`config.mk`:
```
export PLATFORM = sky130hd
export DESIGN_NAME = reduce_unit
export DESIGN_NICKNAME = d
export VERILOG_FILES = /design/src/rtl/reduce_unit.sv
export SDC_FILE = /design/constraint.sdc
export NUM_CORES = 1
export LEC_CHECK = 0
export ABC_AREA = 1
export ABC_CLOCK_PERIOD_IN_PS = 4200
export CELL_PAD_IN_SITES_DETAIL_PLACEMENT = 0
export CELL_PAD_IN_SITES_GLOBAL_PLACEMENT = 1
export CORE_MARGIN = 2
export CORE_UTILIZATION = 35
export DETAILED_ROUTE_END_ITERATION = 6
export MAX_ROUTING_LAYER = met4
export PLACE_DENSITY = 0.87
export SYNTH_ARGS = -nofsm -noshare
export SYNTH_HDL_FRONTEND = slang
export SYNTH_SLANG_ARGS = --single-unit
```
`constraint.sdc`:
```
create_clock -name clk -period 4.2 [get_ports clk]
set_clock_uncertainty 0.05 [all_clocks]
set_input_delay 0.84 -clock clk [delete_from_list [all_inputs] [get_ports clk]]
set_output_delay 0.84 -clock clk [all_outputs]
set_load 0.1 [all_outputs]
```
`src/rtl/reduce_unit.sv`:
```
// Multi-cycle bitwise reduction (AND/OR/XOR/XNOR) folding CHUNK bits per cycle.
// Optional build macro EARLY_EXIT_EN: AND/OR finish as soon as the result is decided.
module reduce_unit #(
    parameter int W     = 16,
    parameter int CHUNK = 4
) (
    input  logic         clk,
    input  logic         rst,
    input  logic         start,
    input  logic [W-1:0] x,
    input  logic [1:0]   mode,
    output logic         busy,
    output logic         done,
    output logic         out,
    output logic [1:0]   o_dbg_state
);

    localparam int N  = W / CHUNK;
    localparam int CW = $clog2(N) + 1;

    generate
        if (W < 2 || (W % CHUNK) != 0) begin : g_bad_cfg
            $error("reduce_unit: W must be >= 2 and a multiple of CHUNK");
        end
    endgenerate

    localparam logic [1:0] M_AND  = 2'b00;
    localparam logic [1:0] M_OR   = 2'b01;
    localparam logic [1:0] M_XNOR = 2'b11;

    typedef enum logic [1:0] {
        IDLE = 2'd0,
        RUN  = 2'd1,
        DONE = 2'd2
    } state_t;

    state_t           r_state;
    state_t           w_next;
    logic [W-1:0]     r_sr;
    logic [1:0]       r_mode;
    logic             r_acc;
    logic [CW-1:0]    r_cnt;
    logic             r_out;
    logic [CHUNK-1:0] w_chunk;
    logic             w_red;
    logic             w_acc_next;
    logic             w_last;

    assign w_chunk = r_sr[CHUNK-1:0];

    // XNOR folds as XOR; the inversion is applied once when the result is latched.
    always_comb begin
        w_red      = ^w_chunk;
        w_acc_next = r_acc ^ w_red;
        case (r_mode)
            M_AND: begin
                w_red      = &w_chunk;
                w_acc_next = r_acc & w_red;
            end
            M_OR: begin
                w_red      = |w_chunk;
                w_acc_next = r_acc | w_red;
            end
            default: ;
        endcase
    end

`ifdef EARLY_EXIT_EN
    assign w_last = (r_cnt == CW'(N - 1))
                  || ((r_mode == M_AND) && !w_acc_next)
                  || ((r_mode == M_OR) && w_acc_next);
`else
    assign w_last = (r_cnt == CW'(N - 1));
`endif

    always_ff @(posedge clk) begin
        if (rst) begin
            r_state <= IDLE;
        end else begin
            r_state <= w_next;
        end
    end

    always_comb begin
        w_next = r_state;
        case (r_state)
            IDLE:    if (start) w_next = RUN;
            RUN:     if (w_last) w_next = DONE;
            DONE:    w_next = IDLE;
            default: w_next = IDLE;
        endcase
    end

    always_ff @(posedge clk) begin
        if (rst) begin
            r_sr   <= '0;
            r_mode <= '0;
            r_acc  <= 1'b0;
            r_cnt  <= '0;
            r_out  <= 1'b0;
        end else begin
            case (r_state)
                IDLE: begin
                    if (start) begin
                        r_sr   <= x;
                        r_mode <= mode;
                        r_acc  <= (mode == M_AND);
                        r_cnt  <= '0;
                    end
                end
                RUN: begin
                    r_sr  <= r_sr >> CHUNK;
                    r_acc <= w_acc_next;
                    r_cnt <= r_cnt + CW'(1);
                    // Latch the result on the final fold so it is valid during DONE.
                    if (w_last) r_out <= w_acc_next ^ (r_mode == M_XNOR);
                end
                default: ;
            endcase
        end
    end

    assign busy        = (r_state == RUN);
    assign done        = (r_state == DONE);
    assign out         = r_out;
    assign o_dbg_state = r_state;

endmodule

```
Word level (Yosys, flattened, before mapping)
Cells that the tools add are included.
Word-level totals
  bits in registers: 25
  input port bits: 21
  output and inout port bits: 5
  logic and storage cells: 39
Cells by class
  $add $sub $neg: 1
  equal/unequal tests: 7
  mux-type cells: 10
  bitwise gates (word level): 4
  reductions and logical operators: 11
Operators with widths (count)
  $pmux W16 S2: 1
  $mux W16: 1
  $reduce_and A2 Y1: 4
  $logic_not A2 Y1: 3
  $pmux W3 S2: 1
  $eq A2 B1 Y1 const B: 2
  $eq A2 B2 Y1 const B: 2
  $mux W2: 2
  $pmux W1 S2: 2
  $pmux W2 S2: 1
  $reduce_and A4 Y1: 1
  $reduce_or A4 Y1: 1
  $reduce_xor A4 Y1: 1
  $add A3 B1 Y3 const B: 1
  $eq A3 B2 Y1 const B: 1
  $mux W3: 1
  $ne A2 B1 Y1 const B: 1
  $ne A2 B2 Y1 const B: 1
  $reduce_bool A2 Y1: 1
  $xor A1 B1 Y1: 2
  $and A1 B1 Y1: 1
  $mux W1: 1
  $or A1 B1 Y1: 1

Longest topological paths before layout
  word-level depth: 4
  gate-level depth with buffers: 10

Worst setup path before layout
Ideal clock, no wire load.
  kind: register to output
  start: register r_state[1] (netlist: o_dbg_state[1])
  end: output port done
  arrival: 2.478 ns
  data required time: 3.310 ns
  slack: 0.832 ns
  stages on the path, launching flop included: 3
  buffers on the path: 0
  cells stage by stage: dfxtp_1 -> inv_2 -> nor2_1
Between the ends
  longest elaborated chain between the ends: 1
RTL lines
  start: declaration: line 37  | state_t r_state;
  start signal: assignment: line 80  | r_state <= w_next;
  $eq A2 B2 Y1: line 124  | assign done = (r_state == DONE);
  end: declaration: line 13  | output logic done,
Every way passes these cells.

Worst setup path in the final report
  start: register r_state[0] (netlist: o_dbg_state[0])
  end: output port busy
Between the ends
  longest elaborated chain between the ends: 1
RTL lines
  $eq A2 B1 Y1: line 123  | assign busy = (r_state == RUN);
  end: declaration: line 12  | output logic busy,
Every way passes these cells.

==> impl_metrics.toml <==
[outcome]
status = "complete, no violations"

[clock_network]
cts_root_buf = "clkbuf_4"
clock_sinks = 25
numCtsBuffers = 3
cts_tree = "done"
post_cts.repair.setup_buffers = 0
clk_pin_slew_ps = 130
clk_latency_ps = 310
clock_path_buffers = 2
cts_hold_buf = 0
h-tree-depth = 1
cts_resized = 0

[power]
p_clk_share_pct = 21.3
switching_share_pct = 30.5
p_comb_share_pct = 24.1
internal_power_uw = 342
p_per_area_mw_per_mm2 = 327
p_switching_uw = 150
power_leakage_nw = 0.607
peakVddDrop_v = 0.000121
p_seq_share_pct = 54.5

[floorplan]
die-area_mm2 = 0.00399
ioPinCount = 26
core_mm2 = 0.00334
fp.dieW_um = 63.1
start_util_pct = 36.7
die_height_um = 63.1
num_rows = 21

[timing]
relSlewSlack_pct = 35.1
rsz0062_at_grt = "false"
tns_ps = 0
finalHoldViolCount = 0
finalCriticalPeriod_ps = 3120
tightest_slew_ps = 970
setup_viol = 0
slew_viol_final = 0
min_period_over_period_pct = 74.3
max_freq_mhz = 320

[critical_path]
worstSetupPathType = "reg2out"
cpMaxStageDelayCell = "clkdlybuf4s50_1"
cp_max_fo = 17
cpPeakStageDelay_ps = 1190
cp_top_family = "buffers and inverters"
arrival_ps = 2230
cp.required_ps = 3310
cp-end-kind = "output port"
critPathLaunchType = "flip-flop"
path_cells = "inv_2, nor2_8, clkdlybuf4s50_1"
path_buf_inv = 2

[logic_synthesis]
synth-seq-cells = 25
netlist_area_mm2 = 0.00122
synth_fp_nets = 189
yosysWarnings = 0
synth_seq_area_share_pct = 40.9
syn_avg_cell_area_um2 = 7.55
syn-instance-count = 162
yosysUniqueCellTypes = 20

[finish]
nNetsFinal = 213
area_delta_synth_final_pct = 23.0
antenna_cells = 0
drive_gt1_share_pct = 5.95
layout.cells.non_filler = 231

[placement]
dp.cells = 227
routabilityCongestion = 0.841
port_buffers = 25
dp_hpwl_um = 1760

[grt]
overflow = 0
grt_pass1_wl_um = 4010
grt_pass1_vias = 939
grt_antenna_before_repair = 0
grt_max_degree = 26
grt_usage_pct = 12.8

[min_path]
min_path_type = "reg2reg"

[route]
first_pass_iters = 4
drc = 0
vias = 1098
wirelength_um = 2320
vias_per_cell = 4.75
avgRoutedWirePerCell_um = 10.1
drtIter0Drc = 48
ant_nets = 0

[flow_run]
max_cap_viol_count = 0
power groups by stage:
stage | Combinational, mW | Clock [mW] | Sequential [mW]
global route | 0.135 | 0.118 | 0.271
floorplan | 0.0849 | 0 | 0.277
global placement | 0.118 | 0 | 0.273
CTS | 0.120 | 0.110 | 0.268
detailed placement | 0.120 | 0 | 0.274
finish | 0.119 | 0.105 | 0.268
worst paths after layout:
path / startpoint / to / slack (ps) / cells after the start
hold reg to reg: r_cnt[2] / r_cnt[2] / 420 / 2
setup reg to reg: o_dbg_state[0] / r_sr[0] / 2730 / 7
setup / recovery: o_dbg_state[0] / busy / 1080 / 3
hold / removal: r_cnt[2] / r_cnt[2] / 420 / 2
registers in the layout, indices dropped and copies added (netlist names):
register,cells
o_dbg_state,2
r_sr,16
out,1
r_cnt,3
r_mode,2
r_acc,1
worst min-delay path: stages (launching register included):
cell	delay, ps
dfxtp_1	330
nand2_1	60
a21oi_1	50
synth_stat cells, drive strengths merged:
master	number	area share [%]
nor3	1	0.41
nor2	12	5.0
dfxtp	25	41
o21ai	18	7.4
inv	17	5.6
buf	6	4.3
a21oi	12	4.9
ha	6	6.1
a31oi	11	5.6
or2	1	0.51
nand2	47	16
nand3	6	3.5
logic make-up after synthesis:
kind of cell | share of synthesized area (%)
adders and majority gates | 6.13
AOI/OAI and AO/OA | 17.9
DFF | 40.9
buffers and inverters | 9.92
and+or+nand+nor | 25.2
cells in the final DEF, fill, tap and decap left out, types with 3 or more instances in the layout:
master	n
ha_1	6
a31oi_1	11
nand2_1	46
o21ai_0	9
inv_2	4
dfxtp_1	25
nand3_1	5
nor2_1	11
clkdlybuf4s50_1	25
o21ai_1	9
a21oi_1	12
clkbuf_4	3
inv_1	12
final cells by class:
cell class | count | area, um^2
fill | 360 | 1830
multi-input combinational | 114 | 602
sequential | 25 | 500
timing repair buffer | 25 | 250
inverter | 17 | 68.8
tap | 46 | 57.6
clock buffer | 4 | 26.3
per-layer routing:
metal | share of wire, % | global-route usage, % | vias to the layer above
li1 | - | - | 583
met1 | 47 | 15.4 | 491
met2 | 48 | 21.5 | 20
met3 | 3.8 | 1.79 | 4
met4 | 1.3 | 5.00 | 0
met5 | 0 | - | -
per-stage QoR:
stage	worst slack, ps	hold WS (ps)	instance area [um^2]	util [%]	total power, mW
after floorplan	832	378	1220	-	0.362
after global placement	1450	400	1480	44.3	0.390
after detailed placement	1430	404	1480	44.3	0.394
after CTS	1060	420	1510	45.1	0.498
after global routing	975	441	1510	45.1	0.523
final	1080	418	1510	45.1	0.492
Note: power is estimated with default switching activity, not from simulation.
